$ cat src/rtl/uart_pkg.sv
// Shared UART definitions: parity modes, 12 MHz baud divisors, FSM encodings
// and the parity helper used by both the transmit and receive paths.
package uart_pkg;

    localparam int PAR_NONE = 0;
    localparam int PAR_ODD  = 1;
    localparam int PAR_EVEN = 2;

    // clk cycles per bit for a 12 MHz reference
    localparam int B9600   = 1250;
    localparam int B19200  = 625;
    localparam int B38400  = 313;
    localparam int B57600  = 208;
    localparam int B115200 = 104;

    typedef enum logic {
        TX_IDLE = 1'b0,
        TX_SEND = 1'b1
    } tx_state_t;

    typedef enum logic [2:0] {
        RX_IDLE      = 3'd0,
        RX_START     = 3'd1,
        RX_DATA      = 3'd2,
        RX_PARITY    = 3'd3,
        RX_STOP      = 3'd4,
        RX_WAIT_HIGH = 3'd5
    } rx_state_t;

    // Data is zero-extended to 9 bits by the caller; extra zeros do not change the XOR.
    function automatic logic parity_bit(input logic [8:0] data, input int mode);
        return (mode == PAR_ODD) ? ~(^data) : (^data);
    endfunction

endpackage

$ cat src/rtl/uart_baud_gen.sv
// Restartable bit-period counter: tick marks the last cycle of each bit period,
// or the mid-bit sample point when the period was restarted with half_first.
module uart_baud_gen #(
    parameter int BAUD_DIV = 104
) (
    input  logic clk,
    input  logic rst,
    input  logic i_restart,
    input  logic i_half_first,
    output logic o_tick
);

    localparam logic [15:0] FULL_M1 = 16'(BAUD_DIV - 1);
    localparam logic [15:0] HALF_M1 = 16'(BAUD_DIV / 2 - 1);

    logic [15:0] r_cnt;

    always_ff @(posedge clk) begin
        if (rst) begin
            r_cnt <= '0;
        end else if (i_restart) begin
            r_cnt <= i_half_first ? HALF_M1 : FULL_M1;
        end else if (r_cnt == '0) begin
            r_cnt <= FULL_M1;
        end else begin
            r_cnt <= r_cnt - 16'd1;
        end
    end

    // Free-running between restarts; consumers ignore tick while idle.
    assign o_tick = (r_cnt == '0) && !i_restart;

endmodule

$ cat src/rtl/uart_frame.sv
// Full-duplex UART framer: independent transmitter and receiver sharing one clock,
// each timed by its own uart_baud_gen.
module uart_frame
    import uart_pkg::*;
#(
    parameter int BAUD_DIV  = 104,
    parameter int DATA_BITS = 8,
    parameter int PARITY    = 0,
    parameter int STOP_BITS = 1
) (
    input  logic                 clk,
    input  logic                 rst,
    input  logic                 Rx,
    output logic                 Tx,
    input  logic [DATA_BITS-1:0] I_DATA,
    input  logic                 send_data,
    output logic                 TiP,
    output logic [DATA_BITS-1:0] O_DATA,
    output logic                 NrD,
    output logic                 PErr,
    output logic                 FErr,
    output logic [2:0]           o_rx_state,
    output logic                 o_tx_state
);

    localparam int         PAR_W   = (PARITY != PAR_NONE) ? 1 : 0;
    localparam int         FRAME_W = 1 + DATA_BITS + PAR_W + STOP_BITS;
    localparam logic [3:0] TX_LAST = 4'(FRAME_W - 1);
    localparam logic [3:0] RX_LAST = 4'(DATA_BITS - 1);

    // Handshake: send_data is a request; it is accepted in any cycle where TiP=0,
    // and TiP (the busy flag) stays high for the whole frame, ignoring requests.
    tx_state_t            r_tx_state, w_tx_next;
    logic [FRAME_W-1:0]   r_tx_shift, w_tx_frame;
    logic [3:0]           r_tx_bits;
    logic [8:0]           w_tx_ext;
    logic                 w_tx_accept, w_tx_tick;

    always_comb begin
        w_tx_ext                   = '0;
        w_tx_ext[DATA_BITS-1:0]    = I_DATA;
        w_tx_frame                 = '1;
        w_tx_frame[0]              = 1'b0;
        w_tx_frame[DATA_BITS:1]    = I_DATA;
        if (PARITY != PAR_NONE) begin
            w_tx_frame[DATA_BITS+1] = parity_bit(w_tx_ext, PARITY);
        end
    end

    always_comb begin
        w_tx_next   = r_tx_state;
        w_tx_accept = 1'b0;
        case (r_tx_state)
            TX_IDLE: begin
                if (send_data) begin
                    w_tx_accept = 1'b1;
                    w_tx_next   = TX_SEND;
                end
            end
            TX_SEND: begin
                if (w_tx_tick && (r_tx_bits == '0)) w_tx_next = TX_IDLE;
            end
            default: w_tx_next = TX_IDLE;
        endcase
    end

    always_ff @(posedge clk) begin
        if (rst) begin
            r_tx_state <= TX_IDLE;
            r_tx_shift <= '1;
            r_tx_bits  <= '0;
        end else begin
            r_tx_state <= w_tx_next;
            if (w_tx_accept) begin
                r_tx_shift <= w_tx_frame;
                r_tx_bits  <= TX_LAST;
            end else if ((r_tx_state == TX_SEND) && w_tx_tick) begin
                r_tx_shift <= {1'b1, r_tx_shift[FRAME_W-1:1]};
                r_tx_bits  <= r_tx_bits - 4'd1;
            end
        end
    end

    uart_baud_gen #(.BAUD_DIV(BAUD_DIV)) u_tx_baud (
        .clk          (clk),
        .rst          (rst),
        .i_restart    (w_tx_accept),
        .i_half_first (1'b0),
        .o_tick       (w_tx_tick)
    );

    assign TiP        = (r_tx_state == TX_SEND);
    assign Tx         = TiP ? r_tx_shift[0] : 1'b1;
    assign o_tx_state = r_tx_state;

    rx_state_t            r_rx_state, w_rx_next;
    logic                 r_rx_s1, r_rx_s2, r_rx_prev;
    logic [DATA_BITS-1:0] r_rx_shift, r_odata;
    logic [3:0]           r_rx_bits;
    logic [8:0]           w_rx_ext;
    logic                 r_rx_par, r_nrd, r_perr, r_ferr;
    logic                 w_rx_tick, w_rx_restart, w_rx_done, w_rx_fall;

    // Synchroniser resets low so a line already low after reset is not a start edge.
    assign w_rx_fall = r_rx_prev & ~r_rx_s2;

    always_comb begin
        w_rx_ext                = '0;
        w_rx_ext[DATA_BITS-1:0] = r_rx_shift;
    end

    always_comb begin
        w_rx_next    = r_rx_state;
        w_rx_restart = 1'b0;
        w_rx_done    = 1'b0;
        case (r_rx_state)
            RX_IDLE: begin
                if (w_rx_fall) begin
                    w_rx_restart = 1'b1;
                    w_rx_next    = RX_START;
                end
            end
            RX_START: begin
                if (w_rx_tick) w_rx_next = r_rx_s2 ? RX_IDLE : RX_DATA;
            end
            RX_DATA: begin
                if (w_rx_tick && (r_rx_bits == RX_LAST)) begin
                    w_rx_next = (PARITY != PAR_NONE) ? RX_PARITY : RX_STOP;
                end
            end
            RX_PARITY: begin
                if (w_rx_tick) w_rx_next = RX_STOP;
            end
            RX_STOP: begin
                if (w_rx_tick) begin
                    w_rx_done = 1'b1;
                    w_rx_next = r_rx_s2 ? RX_IDLE : RX_WAIT_HIGH;
                end
            end
            RX_WAIT_HIGH: begin
                if (r_rx_s2) w_rx_next = RX_IDLE;
            end
            default: w_rx_next = RX_IDLE;
        endcase
    end

    always_ff @(posedge clk) begin
        if (rst) begin
            r_rx_s1    <= 1'b0;
            r_rx_s2    <= 1'b0;
            r_rx_prev  <= 1'b0;
            r_rx_state <= RX_IDLE;
            r_rx_shift <= '0;
            r_rx_bits  <= '0;
            r_rx_par   <= 1'b0;
            r_odata    <= '0;
            r_nrd      <= 1'b0;
            r_perr     <= 1'b0;
            r_ferr     <= 1'b0;
        end else begin
            r_rx_s1    <= Rx;
            r_rx_s2    <= r_rx_s1;
            r_rx_prev  <= r_rx_s2;
            r_rx_state <= w_rx_next;
            r_nrd      <= w_rx_done;
            if (w_rx_restart) r_rx_bits <= '0;
            if ((r_rx_state == RX_DATA) && w_rx_tick) begin
                r_rx_shift <= {r_rx_s2, r_rx_shift[DATA_BITS-1:1]};
                r_rx_bits  <= r_rx_bits + 4'd1;
            end
            if ((r_rx_state == RX_PARITY) && w_rx_tick) r_rx_par <= r_rx_s2;
            if (w_rx_done) begin
                r_odata <= r_rx_shift;
                r_ferr  <= ~r_rx_s2;
                r_perr  <= (PARITY != PAR_NONE) && (parity_bit(w_rx_ext, PARITY) != r_rx_par);
            end
        end
    end

    uart_baud_gen #(.BAUD_DIV(BAUD_DIV)) u_rx_baud (
        .clk          (clk),
        .rst          (rst),
        .i_restart    (w_rx_restart),
        .i_half_first (1'b1),
        .o_tick       (w_rx_tick)
    );

    assign O_DATA     = r_odata;
    assign NrD        = r_nrd;
    assign PErr       = r_perr;
    assign FErr       = r_ferr;
    assign o_rx_state = r_rx_state;

endmodule

$ cat config.mk
export PLATFORM = sky130hd
export DESIGN_NAME = uart_frame
export DESIGN_NICKNAME = d
export VERILOG_FILES = /design/src/rtl/uart_pkg.sv /design/src/rtl/uart_baud_gen.sv /design/src/rtl/uart_frame.sv
export SDC_FILE = /design/constraint.sdc
export NUM_CORES = 1
export LEC_CHECK = 0
export ABC_AREA = 1
export CORE_UTILIZATION = 50
export DETAILED_ROUTE_END_ITERATION = 16
export PLACE_DENSITY_LB_ADDON = 0.15
export SKIP_LAST_GASP = 1
export SLEW_MARGIN = 20
export SYNTH_ARGS = -nofsm -noshare
export SYNTH_HDL_FRONTEND = slang
export SYNTH_HIERARCHICAL = 1
export SYNTH_SLANG_ARGS = --single-unit
$ cat constraint.sdc
create_clock -name clk -period 2.1 [get_ports clk]
set_input_delay 0.42 -clock clk [delete_from_list [all_inputs] [get_ports clk]]
set_output_delay 0.42 -clock clk [all_outputs]
set_load 0.05 [all_outputs]
# ---- Yosys cells after proc, flatten, opt, wreduce, memory -nomap -nowiden
# Index checks and enable logic that the tools add are counted.
dict set report totals {
  ff_bits 74
  latchBits 0
  mem_bits_rw 0
  romBits 0
  inputBits 12
  out_inout_bits 17
  elab_cells 84
  n_memories 0
}
dict set report op_classes {
  addsub 4
  multipliers 0
  n_div 0
  n_lt_le_gt_ge 0
  eq_ne 12
  n_shift 0
  mux 28
  n_bitwise 3
  reduce_logical 19
}
# cell n
set op_table {}
lappend op_table {{zero test 16 bit} 2}
lappend op_table {{subtractor 16 x 1 -> 16 bit (second input constant)} 2}
lappend op_table {{two-way mux 3 bit} 7}
lappend op_table {{two-way mux 7 bit} 3}
lappend op_table {{two-way mux 9 bit} 2}
lappend op_table {{one-hot mux 3 bit (6 select lines)} 1}
lappend op_table {{two-way mux 4 bit} 4}
lappend op_table {{inequality test 2 bit (second input constant)} 6}
lappend op_table {{two-way mux 1 bit} 8}
lappend op_table {{== test 3 x 2 -> 1 bit (second input constant)} 2}
lappend op_table {{== test 3 bit (second input constant)} 2}
lappend op_table {{logical AND 1 bit} 6}
lappend op_table {{two-way mux 6 bit} 1}
lappend op_table {{AND reduction 6 bit} 1}
lappend op_table {{OR reduction 3 bit} 2}
lappend op_table {{adder 4 x 1 -> 4 bit (second input constant)} 1}
lappend op_table {{== test 4 x 3 -> 1 bit (second input constant)} 1}
lappend op_table {{zero test 4 bit} 1}
lappend op_table {{nonzero test 2 bit} 2}
lappend op_table {{OR reduction 2 bit} 2}
lappend op_table {{subtractor 4 x 1 -> 4 bit (second input constant)} 1}
lappend op_table {{== test 3 x 1 -> 1 bit (second input constant)} 1}
lappend op_table {{zero test 3 bit} 1}
lappend op_table {{zero test 1 bit} 2}
lappend op_table {{4 further kinds} 5}

# ---- Longest topological paths before layout
# Gate-level depths: netlist of the first run.
dict set report depth {
  ltp_word 9
  ltp_mapped 14
  depth_no_buf 13
}

# ---- By module
# The synthesis of the first run kept the hierarchy.
# module instances cells_each area_each_um2 seq_area_each_um2
set by_module_without_submodules {}
lappend by_module_without_submodules {uart_baud_gen 2 140 974.7 320.3}
lappend by_module_without_submodules {uart_frame 1 224 1715.4 840.8}

# ---- Least setup slack after synthesis of the first run
# No wires, ideal clock.
dict set report synth_path {
  path_kind {register to register}
  start {reg u_tx_baud.r_cnt[0]}
  end {reg r_tx_shift[1]}
  setup_time_ns 0.137
  t_arrival_ns 1.878
  path_slack_ns 0.085
  stages_incl_launch_ff 14
  period_less_slack_ns 2.015
  path_cell_list {dfxtp_1 -> inv_1 -> ha_1 -> buf_2 -> inv_1 -> nor2_8 -> nand3b_4 -> nor2_4 -> nand2_1 -> inv_2 -> nor2_1 -> inv_1 -> o22ai_1 -> o21ai_0}
}
dict set report synth_between {
  elab_chain_len 4
}
# item line_no
set synth_rtl {}
lappend synth_rtl {{start: declaration} uart_baud_gen.sv:16} ;# logic [15:0] r_cnt;
lappend synth_rtl {{start signal: assignment} uart_baud_gen.sv:22} ;# r_cnt <= i_half_first ? HALF_M1 : FULL_M1;
lappend synth_rtl {{start signal: assignment} uart_baud_gen.sv:26} ;# r_cnt <= r_cnt - 16'd1;
lappend synth_rtl {{zero test 16 bit} uart_baud_gen.sv:31} ;# assign o_tick = (r_cnt == '0) && !i_restart;
lappend synth_rtl {{logical AND 1 bit} uart_baud_gen.sv:31}
lappend synth_rtl {{via w_tx_tick} uart_frame.sv:37} ;# logic w_tx_accept, w_tx_tick;
lappend synth_rtl {{logical AND 1 bit} uart_frame.sv:77} ;# end else if ((r_tx_state == TX_SEND) && w_tx_tick) begin
lappend synth_rtl {{nonzero test 2 bit (no source line)} -}
lappend synth_rtl {{end signal: assignment} uart_frame.sv:75} ;# r_tx_shift <= w_tx_frame;
lappend synth_rtl {{end signal: assignment} uart_frame.sv:78} ;# r_tx_shift <= {1'b1, r_tx_shift[FRAME_W-1:1]};
lappend synth_rtl {{end: declaration} uart_frame.sv:34} ;# logic [FRAME_W-1:0] r_tx_shift, w_tx_frame;
# The timed path passes the listed nets, and every way through them passes these cells.
# A chain may end at the register's enable or synchronous reset.

# ---- Worst setup path after layout of the first run
dict set report layout_path {
  start {reg r_rx_state[2], in the netlist o_rx_state[2]}
  end {out o_rx_state[2]}
}
# item line_no
set layout_lines {}
lappend layout_lines {{start: declaration} uart_frame.sv:96} ;# rx_state_t r_rx_state, w_rx_next;
lappend layout_lines {{start signal: assignment} uart_frame.sv:164} ;# r_rx_state <= w_rx_next;
lappend layout_lines {{end: declaration} uart_frame.sv:22} ;# output logic [2:0] o_rx_state,
# No word-level cell between the ends.

==> results.md, run 1 <==
- Run status: finished, final reports clean
- Cells after Synth: a little over 500
- Gpl congestion: between 0.8 and 0.9
- Wire length per cell: roughly 11 um
- Bufs and invs on worst path: 1
- Total Negative Setup Slacks: 0 ns
- Critical-path maximum fanout: 6
- Post-synth cell types: 36
- Share of the synthesized area in the top cell type: 0.404
- Final design utilization: 0.625
- Iteration-0 DRC count of the detailed router: ~220
- Path category of the worst min-delay check: reg2reg
- Synth-to-layout area growth: 18.3%
- Leakage power: slightly below 2 nW
- Netlist Area Pre-Place: 3660 um^2
- Delay contributed by the slowest stage of the critical path: 0.85 ns
- Clock Skew: ~0.011 ns
- Met2 global-route usage: 0.346
- Clock latency of the later-clocked register in the worst-skew pair: 0.35 ns
- Number of global-route vias before repair: about 3,100
- Post-detail-place hpwl: between 5 and 6 mm
- Cell row count: 30
- Root buffer cell: sky130_fd_sc_hd__clkbuf_8
- Cell at the slowest stage of the critical path: sky130_fd_sc_hd__clkdlybuf4s50_1
- IO Port Bufs: 27
- Net count of the finished layout: ~570
- Global routing usage on met1: 0.279
- Sequential fraction of the synthesis area: 0.404
- Die span in y: just under 90 um
- Number of DRC violations after detailed routing: 0
- Post-placement worst setup slack: approximately 0.15 ns
- Top area cells in the synthesized netlist: sky130_fd_sc_hd__dfxtp_1, sky130_fd_sc_hd__nor2_1, sky130_fd_sc_hd__nand2_1, sky130_fd_sc_hd__inv_1, sky130_fd_sc_hd__a21oi_1
- Quantity of gates resized following cts: 0
- Synthesized area per cell: around 7.3 um^2
- Core Footprint: about 6900 um^2
- CTS sink count: 74
- Sort of element at the start of the critical path: register
- Critical-path cell list: clkdlybuf4s50_1
- Data arrival time at the worst-slack endpoint: ~1.6 ns
- Aggregate routed wire length: between 7 and 8 mm
- Layout cell share with drive strength beyond 1: 0.135
- Worst ir drop on vdd: ~0.00046 V
- Largest net degree at the start of global routing: 29
- Power density over the cells: 1140 nW/um^2
- Filler cell count: about 610
- Post-synthesis sequential element count: 74
- CTS tree: yes
- CP delay by family, top: buffers and inverters
- Data required time at the worst endpoint: roughly 1.7 ns
- Ant diodes: 0
- Setup Viol. Count Final: 0
- Area after detailed placement: 4120 um^2
- Bufs on Longest Clock Path: 2
- Actual slew at the worst max-slew pin: 0.503 ns
- Post-route clock period utilization: 0.975
- YS warnings: 6
- Global-route layer with the greatest usage: met2
- Vias per cell: a little under 5
- Clock transition at path regs: 0.08 ns
- Maximum capacitance violations: 0
- Post-synthesis cell type with the largest combined area: sky130_fd_sc_hd__dfxtp_1
- Antenna violations before repair: 0
- Headroom to the max-slew limit: 0.664
- Final worst-path setup slack: ~0.053 ns
- Ports placed on the boundary: 29
- CTS H-tree depth: 3
- DR pass1 iterations: 4
- Initial Utilization: 0.528
- Hold Vio Cnt, Final: 0
- Count of nets left with antenna violations after detail routing: 0
- Number of max-slew violations in the final report: 0
- Number of vias in the routed layout: between 3,000 and 4,000
- Post-layout minimum cycle time: approximately 2.0 ns
- Category of the worst setup path capture point: primary output
- Type of the worst setup path: reg2out
- Remaining global-route overflow: 0
- Total GRT Usage: 0.213
- Chip width: 87.6 um
- Total non-filler cell area in the finished layout: roughly 4300 um^2
- First-pass GRT wire length: roughly 13 mm
- Die Area: approximately 7700 um^2
- Cts bufs inserted: 9
- GRT met3 Usage: 0.0396
- Max Clock Freq: roughly 490 MHz
- Unrepaired setup endpoints after global routing: false
## area by class of cell
| cell class | instances | area (um^2) | share of cell area |
|---|---|---|---|
| Clock buffer | 10 | 138 | 0.0317 |
| Sequential cell | 74 | 1480 | 0.342 |
| Clock inverter | 6 | 72.6 | 0.0167 |
| Inverter | 51 | 191 | 0.0441 |
| Multi-Input combinational cell | 371 | 1940 | 0.448 |
| Timing Repair Buffer | 42 | 390 | 0.0900 |
| Tap cell | 96 | 120 | 0.0277 |
## logic make-up after synthesis
| group | after synthesis | share of synthesized area |
|---|---|---|
| adders and majority gates | 5 | 0.0171 |
| other | 2 | 0.00205 |
| DFF | 74 | 0.404 |
| xor gates and xnor gates | 2 | 0.00478 |
| buffers and inverters | 60 | 0.0666 |
| AOI/OAI and AO/OA | 77 | 0.117 |
| and+or+nand+nor | 284 | 0.388 |
## stage by stage
stage	instances	power, mW	hold WS [ns]
floorplan	505	3.41	0.388
detailed placement	633	3.80	0.414
global route	650	5.32	0.443
global placement	633	3.76	0.394
finish	650	4.93	0.422
CTS	649	4.97	0.425
## layer usage
layer / vias up / share of wire
met5: - / 0
met3: 11 / 0.036
met4: 0 / 0.013
li1: 1717 / -
met1: 1430 / 0.49
met2: 67 / 0.46
## what timing repair did
action / CTS / global route
hold buffers: 0 / 0
buffers inserted: 0 / 1
endpoints found under the hold margin: 0 / 0
endpoints found under the setup margin: 0 / 8
## flip-flops by register name, summed over array words and instances, names as in the netlist
name	flops
r_rx_prev	1
o_rx_state	3
r_rx_bits	4
r_tx_shift	9
O_DATA	8
FErr	1
r_rx_s2	1
TiP	1
r_tx_bits	4
r_rx_shift	8
u_rx_baud/r_cnt	16
NrD	1
r_rx_s1	1
u_tx_baud/r_cnt	16
## final timing paths
kind                                 startpoint                   endpoint  slack (ns)  cells after the start
setup / recovery     o_rx_state[2]$_SDFFE_PP0P_              o_rx_state[2]        0.05                      1
hold / removal               r_rx_s1$_SDFF_PP0_         r_rx_s2$_SDFF_PP0_        0.42                      2
setup reg to reg  u_tx_baud/r_cnt[1]$_SDFF_PP0_  r_tx_bits[3]$_SDFFE_PP0P_        0.24                     13
hold reg to reg              r_rx_s1$_SDFF_PP0_         r_rx_s2$_SDFF_PP0_        0.42                      2
## synthesized netlist by cell type, drive strengths merged
library cell	count
nor2	126
nand2	105
o31ai	2
o2111ai	1
a221oi	4
o211ai	1
a31o	1
ha	5
o22ai	3
nand4	6
nand3b	12
xnor2	2
dfxtp	74
conb	2
inv	50
o21ai	28
nor3	4
a211oi	1
clkbuf	3
clkinv	1
a21oi	36
or2	2
nand3	29
buf	6
## where the power goes
group / internal, mW / switching [mW] / total (mW)
clock network: 0.594 / 0.561 / 1.15
registers: 1.60 / 0.187 / 1.79
logic: 0.749 / 1.24 / 1.99
total: 2.94 / 1.98 / 4.93
## layout by cell type (no fill, tap or decap), drive strengths merged
cell type      count
a211oi             1
a31o               1
ha                 5
o31ai              2
nor2             126
nand3             29
clkinv             3
conb               3
xnor2              2
a21oi             36
o21ai             28
buf               17
inv               52
or2                2
clkinvlp           1
a221oi             4
nand3b            12
bufinv             1
nand4              6
o2111ai            1
dfxtp             74
nor3               4
nand2            105
o22ai              3
clkdlybuf4s50     25
o211ai             1
clkbuf            10
(Power assumes the default switching activity.)
==> run 2: changes to the inputs <==
Settings changed: CORE_MARGIN set to 2, SKIP_LAST_GASP 1 to not set.
==> results.md, run 2 (same netlist as run 1, synthesis figures left out) <==
- Run status: finished, final reports clean (unchanged)
- Chip width: 89.6 um (was 87.6 um)
- Type of the worst setup path: reg2out (unchanged)
- Count of placed standard cells in the final layout, fillers left out: 653 (was 650)
- Clock latency of the later-clocked register in the worst-skew pair: 0.34 ns (was 0.35 ns)
- Number of max-slew violations in the final report: 0 (unchanged)
- IO Port Bufs: 27 (unchanged)
- Aggregate routed wire length: 7.64 mm (was 7.36 mm)
- Leakage power: 2.00 nW (was 1.95 nW)
- Remaining global-route overflow: 0 (unchanged)
- Net count of the finished layout: 566 (unchanged)
- Bufs on Longest Clock Path: 2 (unchanged)
- Most frequent cells in the layout: sky130_fd_sc_hd__nor2_1, sky130_fd_sc_hd__nand2_1, sky130_fd_sc_hd__dfxtp_1 (unchanged)
- Number of DRC violations after detailed routing: 0 (unchanged)
- Die span in y: 89.6 um (was 87.6 um)
- Initial Utilization: 0.511 (was 0.528)
- Number of vias in the routed layout: 3,280 (was 3,225)
- Power density over the cells: 1190 nW/um^2 (was 1140 nW/um^2)
- Die Area: 8030 um^2 (was 7680 um^2)
- Setup Viol. Count Final: 0 (unchanged)
- Post-route clock period utilization: 0.955 (was 0.975)
- CTS H-tree depth: 3 (unchanged)
- Post-layout minimum cycle time: 2.01 ns (was 2.05 ns)
- Placed cells: 636 (was 633)
- Total non-filler cell area in the finished layout: 4390 um^2 (was 4340 um^2)
- Synth-to-layout area growth: 19.7% (was 18.3%)
- Biggest regs: u_rx_baud/r_cnt x16, u_tx_baud/r_cnt x16, r_tx_shift x9 (unchanged)
- Ports placed on the boundary: 29 (unchanged)
- Data arrival time at the worst-slack endpoint: 1.59 ns (was 1.63 ns)
- Category of the worst setup path capture point: primary output (unchanged)
- Cell row count: 31 (was 30)
- Worst ir drop on vdd: 0.000526 V (was 0.000463 V)
- Core Footprint: 7180 um^2 (was 6940 um^2)
- Number of global-route vias before repair: 3,060 (was 3,086)
- Sort of element at the start of the critical path: register (unchanged)
- Antenna violations before repair: 0 (unchanged)
- Ant diodes: 0 (unchanged)
- Data required time at the worst endpoint: 1.68 ns (about the same)
- Area after detailed placement: 4110 um^2 (was 4120 um^2)
- Post-detail-place hpwl: 5.61 mm (was 5.32 mm)
- Total GRT Usage: 0.205 (was 0.213)
- Largest net degree at the start of global routing: 29 (unchanged)
- Headroom to the max-slew limit: 0.660 (was 0.664)
- Critical-path maximum fanout: 6 (unchanged)
- First-pass GRT wire length: 13.0 mm (about the same)
- DR pass1 iterations: 5 (was 4)
- Path category of the worst min-delay check: reg2reg (unchanged)
- Count of nets left with antenna violations after detail routing: 0 (unchanged)
- Cts bufs inserted: 9 (unchanged)
- Delay contributed by the slowest stage of the critical path: 0.83 ns (was 0.85 ns)
- CTS tree: yes (unchanged)
- Worst slack on hold paths: 0.405 ns (was 0.422 ns)
- Most common cell after layout, fill and taps aside: sky130_fd_sc_hd__nor2_1 (unchanged)
- Maximum capacitance violations: 0 (unchanged)
- Final worst-path setup slack: 0.0942 ns (was 0.0528 ns)
- Actual slew at the worst max-slew pin: 0.509 ns (was 0.503 ns)
- Wire length per cell: 11.7 um (was 11.3 um)
- CTS sink count: 74 (unchanged)
- Iteration-0 DRC count of the detailed router: 180 (was 222)
- Critical-path cell list: clkdlybuf4s50_1 (unchanged)
- Filler cell count: 657 (was 614)
- Max Clock Freq: 499 MHz (was 488 MHz)
- Bufs and invs on worst path: 1 (unchanged)
- Post-placement worst setup slack: 0.100 ns (was 0.147 ns)
- Hold Vio Cnt, Final: 0 (unchanged)
- Gpl congestion: 0.873 (was 0.836)
- Root buffer cell: sky130_fd_sc_hd__clkbuf_8 (unchanged)
- Layout cell share with drive strength beyond 1: 0.134 (was 0.135)
- Cell at the slowest stage of the critical path: sky130_fd_sc_hd__clkdlybuf4s50_1 (unchanged)
- Clock transition at path regs: 0.08 ns (about the same)
- Clock Skew: 0.00956 ns (was 0.0115 ns)
- CP delay by family, top: buffers and inverters (unchanged)
- Vias per cell: 5.02 (was 4.96)
- Post-cts hold buffer count: 0 (unchanged)
- Power consumption: 5.24 mW (was 4.93 mW)
[run 2: repair_timing]
item,in CTS,in global routing
setup endpoints to repair,0,10
resized for setup,0,2
buffers inserted,0,1
[run 2: worst paths after layout]
check                                      from                        end  slack [ns]  cells after the start
setup / recovery                 TiP$_SDFF_PP0_                        TiP        0.09                      1
hold / removal               r_rx_s1$_SDFF_PP0_         r_rx_s2$_SDFF_PP0_        0.41                      2
setup reg to reg  u_tx_baud/r_cnt[1]$_SDFF_PP0_  r_tx_bits[3]$_SDFFE_PP0P_        0.22                     13
hold reg to reg              r_rx_s1$_SDFF_PP0_         r_rx_s2$_SDFF_PP0_        0.41                      2
[run 2: report_power, final]
group | switching, mW | internal [mW] | total, mW
clock | 0.543 | 0.917 | 1.46
combinational | 1.26 | 0.735 | 2.00
sequential | 0.187 | 1.60 | 1.79
[run 2: through the flow]
step                utilization   TNS, ns
CTS                       0.610         0
global route              0.612  -0.00971
global placement          0.573         0
floorplan                     -         0
detailed placement        0.573         0
finish                    0.612         0
[run 2: layout make-up]
cell class	count	area, um^2	area share
timing repair buffer	42	380	0.0867
clock buffer	10	128	0.0291
inverter	51	194	0.0442
multi-input combinational	371	1940	0.443
clock inverter	6	138	0.0314
tap	99	124	0.0282
sequential	74	1480	0.338
[run 2: metal layers]
metal | GRT usage | wire length, um
met1 | 0.257 | 3560
met2 | 0.334 | 3570
met3 | 0.0548 | 365
met4 | 0.0868 | 139
met5 | 0 | 0
[run 2: worst min-delay path, delay by kind of cell, from the launching register on]
| kind | cells | cell delay, ns |
|---|---|---|
| buffers and inverters | 1 | 0.04 |
| and+or+nand+nor | 1 | 0.03 |
| DFF | 1 | 0.30 |
==> run 3: changes to the inputs <==
Settings changed: RECOVER_POWER set to 50.
==> results.md, run 3 (same netlist as run 1, synthesis figures left out) <==
- Actual slew at the worst max-slew pin: 0.729 ns (was 0.509 ns)
- Root buffer cell: sky130_fd_sc_hd__clkbuf_8 (unchanged)
- Post-detail-place hpwl: 5.61 mm (unchanged)
- Power consumption: 5.22 mW (was 5.24 mW)
- Aggregate routed wire length: 7.65 mm (was 7.64 mm)
- Critical-path cell list: clkdlybuf4s50_1 (unchanged)
- Total GRT Usage: 0.205 (unchanged)
- Clock transition at path regs: 0.08 ns (about the same)
- Die span in y: 89.6 um (unchanged)
- Clock latency of the later-clocked register in the worst-skew pair: 0.34 ns (about the same)
- Most common cell after layout, fill and taps aside: sky130_fd_sc_hd__nor2_1 (unchanged)
- Bufs on Longest Clock Path: 2 (unchanged)
- Data required time at the worst endpoint: 1.68 ns (about the same)
- Most frequent cells in the layout: sky130_fd_sc_hd__nor2_1, sky130_fd_sc_hd__nand2_1, sky130_fd_sc_hd__dfxtp_1 (unchanged)
- Share of power burned in registers: 0.342 (was 0.341)
- Post-route clock period utilization: 0.958 (was 0.955)
- Post-placement worst setup slack: 0.100 ns (unchanged)
- FF-to-FF setup slack: 0.23 ns (was 0.22 ns)
- Antenna violations before repair: 0 (unchanged)
- Maximum capacitance violations: 0 (unchanged)
- Power density over the cells: 1200 nW/um^2 (was 1190 nW/um^2)
- Multi-input gate area: 1930 um^2 (was 1940 um^2)
- Run status: finished, final reports clean (unchanged)
- Headroom to the max-slew limit: 0.514 (was 0.660)
- Count of placed standard cells in the final layout, fillers left out: 653 (unchanged)
- Data arrival time at the worst-slack endpoint: 1.59 ns (about the same)
- Core Footprint: 7180 um^2 (unchanged)
- CTS H-tree depth: 3 (unchanged)
- CTS sink count: 74 (unchanged)
- Chip width: 89.6 um (unchanged)
- Hold Vio Cnt, Final: 0 (unchanged)
- CTS tree: yes (unchanged)
- Layout cell share with drive strength beyond 1: 0.125 (was 0.134)
- Remaining global-route overflow: 0 (unchanged)
- Post-layout minimum cycle time: 2.01 ns (about the same)
- Iteration-0 DRC count of the detailed router: 210 (was 180)
- Final worst-path setup slack: 0.0882 ns (was 0.0942 ns)
- Internal power: 3.24 mW (was 3.25 mW)
- Synth-to-layout area growth: 18.8% (was 19.7%)
- Path category of the worst min-delay check: reg2reg (unchanged)
- First-pass GRT wire length: 13.0 mm (unchanged)
- Ant diodes: 0 (unchanged)
- Gpl congestion: 0.873 (unchanged)
- Switching share of total power: 0.379 (was 0.380)
- Filler cell count: 665 (was 657)
- Type of the worst setup path: reg2out (unchanged)
- Sequential Area: 1480 um^2 (unchanged)
- Total Negative Setup Slacks: 0 ns (unchanged)
- Leakage power: 1.96 nW (was 2.00 nW)
- Setup Viol. Count Final: 0 (unchanged)
- Initial Utilization: 0.511 (unchanged)
- Sort of element at the start of the critical path: register (unchanged)
- Number of vias in the routed layout: 3,288 (was 3,280)
- Bufs and invs on worst path: 1 (unchanged)
- Portion of total power attributed to the clock network: 0.280 (was 0.279)
- Cts bufs inserted: 9 (unchanged)
- Number of DRC violations after detailed routing: 0 (unchanged)
- Count of nets left with antenna violations after detail routing: 0 (unchanged)
- Ports placed on the boundary: 29 (unchanged)
- DR pass1 iterations: 5 (unchanged)
- Critical-path maximum fanout: 6 (unchanged)
- Max Clock Freq: 497 MHz (was 499 MHz)
- Category of the worst setup path capture point: primary output (unchanged)
- Die Area: 8030 um^2 (unchanged)
- Cell row count: 31 (unchanged)
- IO Port Bufs: 27 (unchanged)
- Number of global-route vias before repair: 3,060 (unchanged)
- Biggest regs: u_rx_baud/r_cnt x16, u_tx_baud/r_cnt x16, r_tx_shift x9 (unchanged)
- CP delay by family, top: buffers and inverters (unchanged)
- Wire length per cell: 11.7 um (about the same)
- Vias per cell: 5.04 (was 5.02)
- Clock Skew: 0.00919 ns (was 0.00956 ns)
- Worst ir drop on vdd: 0.000525 V (was 0.000526 V)
- Cell at the slowest stage of the critical path: sky130_fd_sc_hd__clkdlybuf4s50_1 (unchanged)
- Part of the power in combinational logic: 0.378 (was 0.381)
- Placed cells: 636 (unchanged)
- Largest net degree at the start of global routing: 29 (unchanged)
- Final design utilization: 0.607 (was 0.612)
- Delay contributed by the slowest stage of the critical path: 0.83 ns (about the same)
- Number of max-slew violations in the final report: 0 (unchanged)
- Switch Pwr: 1.98 mW (was 1.99 mW)
- Net count of the finished layout: 566 (unchanged)
## run 3: changes by cell type in the layout (fill, tap and decap cells not counted), sizes merged
| cell | before | now |
|---|---|---|
| dlygate4sd3 | 0 | 2 |
| buf | 17 | 14 |
| clkbuf | 10 | 14 |
| dlymetal6s2s | 1 | 0 |
| clkdlybuf4s50 | 24 | 22 |
## run 3: final timing paths
| path | to | startpoint | cells past startpoint |
|---|---|---|---|
| worst max register to register | r_tx_bits[3]$_SDFFE_PP0P_ | u_tx_baud/r_cnt[1]$_SDFF_PP0_ | 13 |
| worst max-delay path | TiP | TiP$_SDFF_PP0_ | 1 |
| worst min register to register | r_rx_s2$_SDFF_PP0_ | r_rx_s1$_SDFF_PP0_ | 2 |
| worst min-delay path | r_rx_s2$_SDFF_PP0_ | r_rx_s1$_SDFF_PP0_ | 2 |
## run 3: what timing repair did
item / in CTS / in global routing
endpoints found under the setup margin: 0 / 10
endpoints found under the hold margin: 0 / 0
resized for setup: 0 / 2
setup buffers: 0 / 1
hold buffers: 0 / 0
## run 3: metrics by stage
stage / area [um^2] / hold WS [ns]
3_5_place_dp: 4110 / 0.395
5_1_grt: 4350 / 0.432
4_1_cts: 4380 / 0.406
3_3_place_gp: 4110 / 0.395
6_report: 4350 / 0.405
2_1_floorplan: 3670 / 0.388
## run 3: metal layers
metal | part of all wire | vias up | GRT usage
met3 | 0.045 | 13 | 0.0548
met1 | 0.47 | 1480 | 0.257
met2 | 0.46 | 76 | 0.334
met5 | 0 | - | 0
met4 | 0.018 | 0 | 0.0868
li1 | - | 1719 | -
## run 3: cell type report
class,count,share of cell area
Timing Repair Buffer,42,0.0828
Inverter,51,0.0446
Tap cell,99,0.0285
Clock inverter,6,0.0316
Clock buffer,10,0.0293
Sequential cell,74,0.340
Multi-Input combinational cell,371,0.443
## run 3: power by group through the flow
| stage | registers [mW] | logic (mW) | clock network [mW] |
|---|---|---|---|
| floorplan | 1.79 | 1.62 | 0 |
| global placement | 1.81 | 1.96 | 0 |
| detailed placement | 1.82 | 1.98 | 0 |
| CTS | 1.78 | 1.99 | 1.50 |
| global route | 1.82 | 2.24 | 1.56 |
| finish | 1.79 | 1.98 | 1.46 |
